## src/rtl/i2s_sample_bridge.sv

```systemverilog
// i2s_sample_bridge: sample path between I2S RX codec, DSP chain and I2S TX codec.
// Sequences the codec enable, demuxes ADC words into channel-tagged samples,
// buffers processed samples per channel and packs them into DAC words.
//
// Ports:
//   lmmi_clk_i     system clock
//   reset          asynchronous reset, active-high
//   conf_en_o      codec enable, rises EN_DELAY edges after reset release
//   adc_valid_i    ADC word strobe
//   adc_data_i     ADC word, sample in [IN_W-1:0]
//   proc_valid_o   sample strobe to DSP chain
//   proc_ch_o      channel of proc_data_o
//   proc_data_o    MSB-aligned truncated sample to DSP chain
//   proc_valid_i   processed sample strobe
//   proc_ch_i      channel of proc_data_i
//   proc_data_i    processed sample
//   dac_request_i  DAC word request strobe
//   dac_data_o     packed DAC word, held between requests
//   mute_i         forces dac_data_o to zero
//   clear_i        clears sticky flags
//   overflow_o     sticky: processed sample dropped on full FIFO
//   underflow_o    sticky: DAC request found its FIFO empty
module i2s_sample_bridge #(
    parameter int IN_W       = 24,
    parameter int SAMPLE_W   = 16,
    parameter int NUM_CH     = 2,
    parameter int FIFO_DEPTH = 4,
    parameter int EN_DELAY   = 4,
    localparam int CH_W      = (NUM_CH > 1) ? $clog2(NUM_CH) : 1
) (
    input  logic                lmmi_clk_i,
    input  logic                reset,
    output logic                conf_en_o,
    input  logic                adc_valid_i,
    input  logic [31:0]         adc_data_i,
    output logic                proc_valid_o,
    output logic [CH_W-1:0]     proc_ch_o,
    output logic [SAMPLE_W-1:0] proc_data_o,
    input  logic                proc_valid_i,
    input  logic [CH_W-1:0]     proc_ch_i,
    input  logic [SAMPLE_W-1:0] proc_data_i,
    input  logic                dac_request_i,
    output logic [31:0]         dac_data_o,
    input  logic                mute_i,
    input  logic                clear_i,
    output logic                overflow_o,
    output logic                underflow_o
);

    localparam int AW  = $clog2(FIFO_DEPTH);
    localparam int PW  = AW + 1;
    localparam int ENW = $clog2(EN_DELAY + 1);

    logic [ENW-1:0]      en_cnt_q, en_cnt_d;
    logic                en_q, en_d;
    logic [CH_W-1:0]     rx_ch_q, rx_ch_d;
    logic [CH_W-1:0]     tx_ch_q, tx_ch_d;
    logic                pv_q, pv_d;
    logic [CH_W-1:0]     pch_q, pch_d;
    logic [SAMPLE_W-1:0] pdat_q, pdat_d;
    logic [31:0]         dac_q, dac_d;
    logic                ovf_q, ovf_d;
    logic                unf_q, unf_d;

    logic [PW-1:0]       wptr_q [NUM_CH];
    logic [PW-1:0]       wptr_d [NUM_CH];
    logic [PW-1:0]       rptr_q [NUM_CH];
    logic [PW-1:0]       rptr_d [NUM_CH];
    logic [SAMPLE_W-1:0] mem_q  [NUM_CH][FIFO_DEPTH];
    logic [SAMPLE_W-1:0] mem_d  [NUM_CH][FIFO_DEPTH];
    logic [SAMPLE_W-1:0] last_q [NUM_CH];
    logic [SAMPLE_W-1:0] last_d [NUM_CH];

    logic [NUM_CH-1:0]   empty;
    logic [NUM_CH-1:0]   full;
    logic [NUM_CH-1:0]   pop_sel;
    logic [NUM_CH-1:0]   push_sel;
    logic [SAMPLE_W-1:0] dac_smp;

    function automatic logic [31:0] pack(input logic [SAMPLE_W-1:0] s);
        logic [31:0] r;
        r = '0;
        r[IN_W-1 -: SAMPLE_W] = s;
        return r;
    endfunction

    // Per-channel status and strobe decode. Channel decode by equality
    // means an out-of-range proc_ch_i selects no FIFO at all.
    always_comb begin
        empty    = '0;
        full     = '0;
        pop_sel  = '0;
        push_sel = '0;
        for (int c = 0; c < NUM_CH; c++) begin
            empty[c] = (wptr_q[c] == rptr_q[c]);
            full[c]  = (wptr_q[c][AW] != rptr_q[c][AW]) &&
                       (wptr_q[c][AW-1:0] == rptr_q[c][AW-1:0]);
            pop_sel[c]  = dac_request_i && (tx_ch_q == CH_W'(c)) && !empty[c];
            push_sel[c] = proc_valid_i && (proc_ch_i == CH_W'(c));
        end
    end

    always_comb begin
        en_cnt_d = en_cnt_q;
        en_d     = en_q;
        rx_ch_d  = rx_ch_q;
        tx_ch_d  = tx_ch_q;
        pv_d     = 1'b0;
        pch_d    = pch_q;
        pdat_d   = pdat_q;
        dac_d    = dac_q;
        ovf_d    = clear_i ? 1'b0 : ovf_q;
        unf_d    = clear_i ? 1'b0 : unf_q;
        wptr_d   = wptr_q;
        rptr_d   = rptr_q;
        mem_d    = mem_q;
        last_d   = last_q;
        dac_smp  = '0;

        if (!en_q) begin
            en_cnt_d = en_cnt_q + ENW'(1);
            en_d     = (en_cnt_q == ENW'(EN_DELAY - 1));
        end

        if (adc_valid_i && en_q) begin
            pv_d    = 1'b1;
            pch_d   = rx_ch_q;
            pdat_d  = adc_data_i[IN_W-1 -: SAMPLE_W];
            rx_ch_d = (rx_ch_q == CH_W'(NUM_CH - 1)) ? '0 : rx_ch_q + CH_W'(1);
        end

        // Pop is evaluated before push: a full FIFO being popped this
        // cycle has room, and an empty one never forwards the push.
        for (int c = 0; c < NUM_CH; c++) begin
            if (pop_sel[c]) begin
                rptr_d[c] = rptr_q[c] + PW'(1);
                last_d[c] = mem_q[c][rptr_q[c][AW-1:0]];
            end
            if (push_sel[c]) begin
                if (full[c] && !pop_sel[c]) begin
                    ovf_d = 1'b1;
                end else begin
                    mem_d[c][wptr_q[c][AW-1:0]] = proc_data_i;
                    wptr_d[c] = wptr_q[c] + PW'(1);
                end
            end
        end

        if (dac_request_i) begin
            if (!empty[tx_ch_q]) begin
                dac_smp = mem_q[tx_ch_q][rptr_q[tx_ch_q][AW-1:0]];
            end else begin
                dac_smp = last_q[tx_ch_q];
                unf_d   = 1'b1;
            end
            dac_d   = mute_i ? 32'd0 : pack(dac_smp);
            tx_ch_d = (tx_ch_q == CH_W'(NUM_CH - 1)) ? '0 : tx_ch_q + CH_W'(1);
        end
    end

    always_ff @(posedge lmmi_clk_i or posedge reset) begin
        if (reset) begin
            en_cnt_q <= '0;
            en_q     <= 1'b0;
            rx_ch_q  <= '0;
            tx_ch_q  <= '0;
            pv_q     <= 1'b0;
            pch_q    <= '0;
            pdat_q   <= '0;
            dac_q    <= '0;
            ovf_q    <= 1'b0;
            unf_q    <= 1'b0;
            for (int c = 0; c < NUM_CH; c++) begin
                wptr_q[c] <= '0;
                rptr_q[c] <= '0;
                last_q[c] <= '0;
                for (int i = 0; i < FIFO_DEPTH; i++) begin
                    mem_q[c][i] <= '0;
                end
            end
        end else begin
            en_cnt_q <= en_cnt_d;
            en_q     <= en_d;
            rx_ch_q  <= rx_ch_d;
            tx_ch_q  <= tx_ch_d;
            pv_q     <= pv_d;
            pch_q    <= pch_d;
            pdat_q   <= pdat_d;
            dac_q    <= dac_d;
            ovf_q    <= ovf_d;
            unf_q    <= unf_d;
            wptr_q   <= wptr_d;
            rptr_q   <= rptr_d;
            mem_q    <= mem_d;
            last_q   <= last_d;
        end
    end

    assign conf_en_o    = en_q;
    assign proc_valid_o = pv_q;
    assign proc_ch_o    = pch_q;
    assign proc_data_o  = pdat_q;
    assign dac_data_o   = dac_q;
    assign overflow_o   = ovf_q;
    assign underflow_o  = unf_q;

endmodule

```

## config.mk

```make
export PLATFORM = sky130hd
export DESIGN_NAME = i2s_sample_bridge
export DESIGN_NICKNAME = d
export VERILOG_FILES = /design/src/rtl/i2s_sample_bridge.sv
export SDC_FILE = /design/constraint.sdc
export NUM_CORES = 1
export LEC_CHECK = 0
export BUFFER_PORTS_ARGS = -buffer_cell sky130_fd_sc_hd__buf_4
export CAP_MARGIN = 0
export CORE_MARGIN = 8
export CORE_UTILIZATION = 40
export CTS_BUF_LIST = sky130_fd_sc_hd__clkbuf_8
export CTS_CLUSTER_DIAMETER = 100
export DETAILED_ROUTE_END_ITERATION = 8
export PLACE_DENSITY = 0.68
export SLEW_MARGIN = 25
export SYNTH_ARGS = -nofsm -noshare
export SYNTH_HDL_FRONTEND = slang
export SYNTH_SLANG_ARGS = --single-unit
export TNS_END_PERCENT = 20
```

## constraint.sdc

```tcl
create_clock -name lmmi_clk_i -period 5.9 [get_ports lmmi_clk_i]
set_input_delay 0 -clock lmmi_clk_i [delete_from_list [all_inputs] [get_ports lmmi_clk_i]]
set_output_delay 0 -clock lmmi_clk_i [all_outputs]
set_load 0.01 [all_outputs]
```

==> impl_metrics.env, run 1 <==
export IMPL_peakVddDrop_mv=0.2324
export IMPL_powerDensity_mw_per_mm2=556.6
export IMPL_grt_max_degree=86
export IMPL_tns_ns=0
export IMPL_numCtsBuffers=39
export IMPL_ios=109
export IMPL_grt_overflow_total=0
export IMPL_syn_area_mm2=0.01030
export IMPL_clk_path_buf_depth=3
export IMPL_synth_edff_count=0
export IMPL_grt_usage_pct=15.78
export IMPL_ys_seq_elements=214
export IMPL_drt_wl_total_mm=24.25
export IMPL_avgSynthCellArea_um2=14.53
export IMPL_crit_slowest_cell="and4bb_2"
export IMPL_synth_warnings=0
export IMPL_ys_seq_area_share_pct=51.97
export IMPL_rows=58
export IMPL_worst_slew_pin_slew_ns=1.122
export IMPL_worst_skew_pair_late_latency_ns=0.53
export IMPL_synth_most_common_cell="dfrtp_1"
export IMPL_path_class="reg2reg"
export IMPL_netlist_instances=709
export IMPL_clk_pin_slew_worst_paths_ns=0.06
export IMPL_hold_class="in2async"
export IMPL_cpPeakStageDelay_ns=0.85
export IMPL_min_period_ns=3.110
export IMPL_io_buffers=76
export IMPL_worstPathRequired_ns=6.36
export IMPL_place_area_mm2=0.01102
export IMPL_start_kind="flop"
export IMPL_ys_flop_type="dfrtp_1"
export IMPL_dp_hpwl_mm=14.04
export IMPL_clock_skew_ns=0.02550
export IMPL_netlist_area_leader_share_pct=51.97
export IMPL_antenna_left=0
export IMPL_rsz0062_at_grt="no"
export IMPL_fp_coreArea_mm2=0.02525
export IMPL_drive_gt1_share_pct=41.38
export IMPL_cts_tree="built"
export IMPL_synth_area_leaders="dfrtp_1, mux2_2, mux2_4, mux2i_1, mux4_2"
export IMPL_vias=6284
export IMPL_wl_per_cell_um=20.41
export IMPL_n_antenna_cell=0
export IMPL_antenna_found_initial=0
export IMPL_final_seq_area_mm2=0.005356
export IMPL_fmax_ghz=0.3215
export IMPL_first_pass_iters=4
export IMPL_via_per_inst=5.290
export IMPL_slew_limit_headroom_pct=25.18
export IMPL_fp_dieW_um=176.5
export IMPL_synthArstFlopShare_pct=100.0
export IMPL_nets=899
export IMPL_cts_sinks=214
export IMPL_crit_chain="buf_4 -> inv_1 -> and4bb_2 -> o21ai_0 -> o21ai_0 -> dlygate4sd3_1"
export IMPL_cts_setup_buffers=0
export IMPL_dieArea_mm2=0.03115
export IMPL_period_share_pct=52.72
export IMPL_status="complete, no violations"
export IMPL_synthTopCellsByCount="dfrtp_1, mux2_2, mux2i_1"
export IMPL_cap_violations=0
export IMPL_dr_first_iter_drc_count=347
export IMPL_cp_max_fo=41
export IMPL_p_leak_nw=5.640
export IMPL_ys_types=41
export IMPL_yosysTopAreaCell="dfrtp_1"
export IMPL_htree_levels=2
export IMPL_end_kind="flop"
export IMPL_die_h_um=176.5
export IMPL_finalSetupViolations=0
export IMPL_drv_slew=0
export IMPL_n_fill_cell=2219
export IMPL_grt_pass1_wl_mm=38.90
export IMPL_finalHoldViolations=0
export IMPL_start_util_pct=40.80
export IMPL_ctsRootBufferMaster="clkbuf_8"
export IMPL_drc=0
export IMPL_first_global_vias=6828
export IMPL_postLayoutCellArea_mm2=0.01220
export IMPL_worstPathArrival_ns=3.57
export IMPL_multiInputGateArea_mm2=0.004514
export IMPL_area_growth_pct=18.36
export IMPL_place_congestion=0.7069
export IMPL_crit_top_cell="o21ai_0"
## metrics by stage
stage | cells | utilization (%) | total power [W] | hold slack, ns | setup WS, ns
detailed placement | 1081 | 43.63 | 0.005379 | 0.1455 | 3.140
floorplan | 724 | - | 0.004722 | 0.09645 | 0.04906
global route | 1188 | 48.29 | 0.007212 | 0.1664 | 2.690
global placement | 1081 | 43.63 | 0.005283 | 0.1384 | 3.182
CTS | 1188 | 48.29 | 0.006833 | 0.1512 | 2.859
finish | 1188 | 48.29 | 0.006788 | 0.1230 | 2.790
## path summary, 6_finish.rpt
check	startpoint	endpoint	slack [ns]	cells past startpoint
max in group asynchronous	reset	mem_q[85]$_DFFE_PP0P_	4.45	4
max reg2reg	tx_ch_q$_DFFE_PP0P_	underflow_o$_DFF_PP0_	2.79	6
max	tx_ch_q$_DFFE_PP0P_	underflow_o$_DFF_PP0_	2.79	6
min in group lmmi_clk_i	adc_valid_i	proc_valid_o$_DFF_PP0_	0.23	3
min reg2reg	rx_ch_q$_DFFE_PP0P_	rx_ch_q$_DFFE_PP0P_	0.48	1
min	reset	proc_data_o[6]$_DFFE_PP0P_	0.12	3
## logic make-up (layout without fill, tap and decap cells)
logic type	Yosys count	after routing	synth area share [%]
adder cells (fa/ha/maj)	12	12	1.457
XOR/XNOR	19	19	2.089
flip-flops	214	214	51.97
other	1	16	0.03639
AND/OR/NAND/NOR	79	79	5.258
buffers and inverters	83	217	4.760
AO/OA/AOI/OAI	55	55	4.505
multiplexers	246	246	29.92
## routing by layer
layer  global-route usage (%)  part of all wire, %
met1                    20.71                   45
met2                    25.22                   46
met3                    3.504                  6.3
met4                    5.814                  2.6
met5                        0                    0
## state kept, by name, summed over array words and instances (netlist names), 3 cells and up
signal / flops
mem_q: 128
last_q: 32
dac_data_o: 16
proc_data_o: 16
rptr_q: 6
wptr_q: 6
en_cnt_q: 3
## cell usage in the layout, fill, tap and decap left out, types with 12 or more instances in the layout
cell	n
buf_4	84
inv_1	38
o22ai_1	16
mux2_2	131
nand2_1	22
nand2b_1	20
mux2i_1	50
nor4b_1	16
dfrtp_1	213
o32ai_1	32
mux2_4	49
mux4_2	13
conb_1	16
clkbuf_8	49
ha_1	12
dlygate4sd3_1	39
## critical path: cells and delay by family, from the launching register on
family	cells	cell delay [ns]
compound gates	2	0.29
flops	1	0.32
simple gates	1	0.85
buf+inv	3	1.57
## where the power goes
group | internal, W | leakage [nW] | total (W) | switching [W]
sequential | 0.00213 | 2.59 | 0.00249 | 0.000360
combinational | 0.00151 | 2.60 | 0.00290 | 0.00138
clock | 0.000789 | 0.444 | 0.00140 | 0.000610
## timing repair
item,in CTS,in global routing
hold endpoints to repair,250,0
hold buffers,39,0
gates resized for setup,0,0
## area by class of cell
cell class              count  area share (%)
flip-flops and latches    214           43.92
multi-input cells         427           37.02
repair buffers            123           8.372
clock buffers              49           5.530
well taps                 330           3.386
clock inverters            19          0.9131
inverters                  26          0.8618
Power figures use the tool's default switching activity.
==> run 2, diff against run 1 <==
Clock period 5.9 ns to 2.75 ns, I/O delays scaled along.
==> run 2 against run 1 <==
Against the previous run:
- global-route usage about the same
- maximum frequency rose by 29%
- hold slack improved by 0.0064 ns
- clock power increased by 98%
- via count down 1.6%
- final cell count rose by 0.59%
- core utilization up 0.11 points
- non-clock buffer count grew 12
- flip-flop and latch count is the same
==> impl_metrics.env, run 2 (synthesis results as in run 1) <==
export IMPL_cts_setup_buffers=0
export IMPL_r2r_start="rptr_q[1]$_DFFE_PP0P_"
export IMPL_finalSetupViolations=0
export IMPL_worstRegToRegCells=5
export IMPL_period_share_pct=87.70
export IMPL_grt_overflow_total=0
export IMPL_clk_path_buf_depth=3
export IMPL_crit_path_start="rptr_q[1]$_DFFE_PP0P_"
export IMPL_finish_utilization_pct=48.40
export IMPL_worst_skew_pair_late_latency_ns=0.54
export IMPL_cts_tree="built"
export IMPL_hold_class="in2async"
export IMPL_dp_hpwl_mm=14.65
export IMPL_min_period_ns=2.412
export IMPL_first_global_vias=6829
export IMPL_die_h_um=176.5
export IMPL_fp_dieW_um=176.5
export IMPL_powerDensity_mw_per_mm2=1179
export IMPL_worstPathArrival_ns=2.88
export IMPL_cts_hold_fix_buffers=39
export IMPL_holdWs_ns=0.1295
export IMPL_fp_coreArea_mm2=0.02525
export IMPL_cap_violations=0
export IMPL_n_antenna_cell=0
export IMPL_start_kind="flop"
export IMPL_cp_max_fo=17
export IMPL_finalHoldViolations=0
export IMPL_rsz0062_at_grt="no"
export IMPL_antenna_left=0
export IMPL_peakVddDrop_mv=0.5540
export IMPL_place_area_mm2=0.01113
export IMPL_final_cell_mix="dfrtp_1, mux2_2, buf_4, mux2i_1, mux2_4"
export IMPL_vias=6181
export IMPL_largest_register_ffs=128
export IMPL_regMostFlops="mem_q"
export IMPL_nets=910
export IMPL_ctsRootBufferMaster="clkbuf_8"
export IMPL_grt_max_degree=75
export IMPL_drv_slew=0
export IMPL_r2r_end="underflow_o$_DFF_PP0_"
export IMPL_postLayoutCellArea_mm2=0.01222
export IMPL_wl_per_cell_um=19.94
export IMPL_layout_commonest_cell="dfrtp_1"
export IMPL_clk_pin_slew_worst_paths_ns=0.06
export IMPL_antenna_found_initial=0
export IMPL_worst_slew_pin_slew_ns=0.9311
export IMPL_grt_usage_pct=15.73
export IMPL_end_kind="flop"
export IMPL_start_util_pct=40.80
export IMPL_drive_gt1_share_pct=41.85
export IMPL_first_pass_iters=4
export IMPL_cts_sinks=214
export IMPL_ios=109
export IMPL_grt_pass1_wl_mm=39.03
export IMPL_p_leak_nw=5.661
export IMPL_status="complete, no violations"
export IMPL_area_growth_pct=18.63
export IMPL_clock_skew_ns=0.02124
export IMPL_fmax_ghz=0.4147
export IMPL_numCtsBuffers=38
export IMPL_htree_levels=2
export IMPL_io_buffers=76
export IMPL_rrSetupSlack_ns=0.34
export IMPL_place_congestion=0.7460
export IMPL_worstPathRequired_ns=3.22
export IMPL_drt_wl_total_mm=23.83
export IMPL_path_class="reg2reg"
export IMPL_drc=0
export IMPL_rows=58
export IMPL_slew_limit_headroom_pct=37.92
export IMPL_dr_first_iter_drc_count=412
export IMPL_via_per_inst=5.172
export IMPL_cp_endpoint="underflow_o$_DFF_PP0_"
export IMPL_dieArea_mm2=0.03115
export IMPL_reg_top3="mem_q: 128 flops, last_q: 32 flops"
export IMPL_cts_repair_resized=0
run 2: changes by cell type in the layout (fill, tap and decap cells not counted):
cell / before / now
inv_6: 0 / 1
buf_4: 84 / 94
clkbuf_8: 49 / 45
inv_8: 1 / 0
buf_12: 0 / 2
bufinv_16: 1 / 0
run 2: through the flow:
stage	total power (W)	setup WS, ns	setup TNS (ns)	instances
global route	0.01537	0.2553	0	1195
detailed placement	0.01163	0.5693	0	1093
global placement	0.01145	0.5886	0	1093
finish	0.01441	0.3383	0	1195
CTS	0.01455	0.3892	0	1195
floorplan	0.01013	-0.03416	-7.309	724
run 2: routing by layer:
metal / share of wire [%] / routed length [µm] / global-route usage [%]
met1: 45 / 10720 / 21.03
met2: 46 / 11020 / 24.79
met3: 6.7 / 1594 / 3.803
met4: 2.1 / 501 / 5.079
met5: 0 / 0 / 0
run 2: worst min path at each step:
stage                        from                      to  slack, ns
after floorplan           clear_i   underflow_o$_DFF_PP0_        0.1
after global placement      reset  mem_q[116]$_DFFE_PP0P_       0.12
after detailed placement    reset   mem_q[84]$_DFFE_PP0P_       0.13
after CTS                   reset   mem_q[82]$_DFFE_PP0P_       0.13
after global routing        reset   mem_q[52]$_DFFE_PP0P_       0.18
final                       reset   mem_q[84]$_DFFE_PP0P_       0.13
run 2: critical path, cell delays in order (launching register included):
cell and delay (ns):
dfrtp_2 0.57, xnor2_4 0.30, and4bb_2 0.64, o21ai_0 0.16, o21ai_0 0.10, dlygate4sd3_1 0.57
run 2: final cells by class:
cell class / instances / area [µm²]
fill: 2203 / 13030
timing repair buffer: 135 / 1136
clock inverter: 18 / 82.58
sequential: 214 / 5356
multi-input combinational: 427 / 4514
inverter: 26 / 101.3
clock buffer: 45 / 619.3
tap: 330 / 412.9
run 2: power by group:
part	switching [W]	internal (W)	total, W	leakage (nW)
clock network	0.00130	0.00148	0.00277	0.405
logic	0.00287	0.00335	0.00621	2.66
registers	0.000852	0.00458	0.00543	2.59
total	0.00501	0.00940	0.0144	5.66
==> run 3, diff against run 2 <==
Settings changed: PLACE_DENSITY 0.68 to 0.57.
==> run 3 against run 2 <==
Against the previous run:
- global-route usage grew 1.2 points
- maximum frequency grew 6.7%
- die area is the same
- total power grew 2.1%
- clock power grew 5%
- final area grew 0.45%
- critical path type unchanged
==> impl_metrics.env, run 3 (synthesis results as in run 1) <==
export IMPL_status="complete, no violations"
export IMPL_grt_usage_pct=16.91
export IMPL_drv_slew=0
export IMPL_worst_slew_pin_slew_ns=0.9005
export IMPL_largest_register_ffs=128
export IMPL_powerDensity_mw_per_mm2=1199
export IMPL_fp_coreArea_mm2=0.02525
export IMPL_rows=58
export IMPL_total_power_w=0.01472
export IMPL_nets=912
export IMPL_end_kind="flop"
export IMPL_dp_hpwl_mm=16.26
export IMPL_antenna_found_initial=0
export IMPL_final_cell_mix="dfrtp_1, mux2_2, buf_4, mux2i_1"
export IMPL_cts_repair_resized=0
export IMPL_r2r_end="mem_q[6]$_DFFE_PP0P_"
export IMPL_worstPathRequired_ns=3.16
export IMPL_fmax_ghz=0.4423
export IMPL_rrSetupSlack_ns=0.49
export IMPL_dr_first_iter_drc_count=438
export IMPL_drc=0
export IMPL_cts_sinks=214
export IMPL_finalHoldViolations=0
export IMPL_numCtsBuffers=39
export IMPL_vias=6379
export IMPL_reg_top3="mem_q: 128 flops, last_q: 32 flops"
export IMPL_min_period_ns=2.261
export IMPL_path_class="reg2reg"
export IMPL_fp_dieW_um=176.5
export IMPL_cap_violations=0
export IMPL_die_h_um=176.5
export IMPL_via_per_inst=5.307
export IMPL_cts_hold_fix_buffers=39
export IMPL_grt_max_degree=116
export IMPL_hold_class="in2async"
export IMPL_drive_gt1_share_pct=42.14
export IMPL_finish_utilization_pct=48.62
export IMPL_grt_pass1_wl_mm=41.21
export IMPL_first_global_vias=7129
export IMPL_regMostFlops="mem_q"
export IMPL_final_seq_area_mm2=0.005356
export IMPL_io_buffers=76
export IMPL_worstPathArrival_ns=2.67
export IMPL_cts_tree="built"
export IMPL_slew_limit_headroom_pct=39.97
export IMPL_start_util_pct=40.80
export IMPL_antenna_left=0
export IMPL_multiInputGateArea_mm2=0.004514
export IMPL_n_fill_cell=2182
export IMPL_start_kind="flop"
export IMPL_p_leak_nw=5.690
export IMPL_dieArea_mm2=0.03115
export IMPL_wl_per_cell_um=21.52
export IMPL_clk_pin_slew_worst_paths_ns=0.06
export IMPL_ios=109
export IMPL_r2r_start="tx_ch_q$_DFFE_PP0P_"
export IMPL_clock_skew_ns=0.01499
export IMPL_rsz0062_at_grt="no"
export IMPL_cts_setup_buffers=0
export IMPL_peakVddDrop_mv=0.6382
export IMPL_worst_skew_pair_late_latency_ns=0.54
export IMPL_area_growth_pct=19.16
export IMPL_ctsRootBufferMaster="clkbuf_8"
export IMPL_layout_commonest_cell="dfrtp_1"
export IMPL_cp_max_fo=17
export IMPL_worstRegToRegCells=5
export IMPL_clk_path_buf_depth=3
export IMPL_place_congestion=0.7468
export IMPL_htree_levels=2
export IMPL_drt_wl_total_mm=25.86
export IMPL_period_share_pct=82.21
export IMPL_first_pass_iters=4
export IMPL_finalSetupViolations=0
export IMPL_grt_overflow_total=0
## run 3: critical path, stage by stage, from the launching register on
cell and delay (ns):
dfrtp_1 0.36, buf_4 0.25, nand2_1 0.15, a41oi_4 0.39, nand2_2 0.51, mux2_2 0.46
## run 3: per-layer routing
| metal | up-vias | track usage, % | part of all wire [%] |
|---|---|---|---|
| li1 | 2830 | - | - |
| met1 | 3284 | 22.61 | 44 |
| met2 | 210 | 26.48 | 46 |
| met3 | 55 | 3.803 | 7.0 |
| met4 | 0 | 6.305 | 2.9 |
| met5 | - | 0 | 0 |
## run 3: power by group
group          total [W]  leakage, nW  switching (W)  internal [W]
Clock            0.00292        0.435        0.00132       0.00160
Combinational    0.00638         2.66        0.00300       0.00338
Sequential       0.00542         2.59       0.000843       0.00458
## run 3: layout make-up
type                            count  area share [%]
Clock inverter                     19          0.6930
Antenna cell                        1         0.02038
Inverter                           26          0.8254
Multi-Input combinational cell    427           36.77
Sequential cell                   214           43.63
Timing Repair Buffer              136           9.212
Clock buffer                       49           5.493
Tap cell                          330           3.363
## run 3: stage by stage
stage          setup slack (ns)  instance area, µm²  hold WS [ns]  cells  setup TNS (ns)
2_1_floorplan          -0.03416               10360       0.09645    724          -7.309
3_3_place_gp             0.5910               11130       0.06280   1094               0
3_5_place_dp             0.5122               11130       0.08088   1094               0
4_1_cts                  0.5051               12280       0.06235   1201               0
5_1_grt                  0.3838               12280        0.1093   1201               0
6_report                 0.4892               12280       0.07629   1202               0
## run 3: how the worst max path moves through the flow
stage	from	to	slack, ns	cells after the start
floorplan	reset	conf_en_o$_DFF_PP0_	-0.03	1
global placement	tx_ch_q$_DFFE_PP0P_	mem_q[6]$_DFFE_PP0P_	0.59	5
detailed placement	tx_ch_q$_DFFE_PP0P_	mem_q[6]$_DFFE_PP0P_	0.51	5
CTS	tx_ch_q$_DFFE_PP0P_	mem_q[6]$_DFFE_PP0P_	0.51	5
global route	tx_ch_q$_DFFE_PP0P_	underflow_o$_DFF_PP0_	0.38	6
finish	tx_ch_q$_DFFE_PP0P_	mem_q[6]$_DFFE_PP0P_	0.49	5
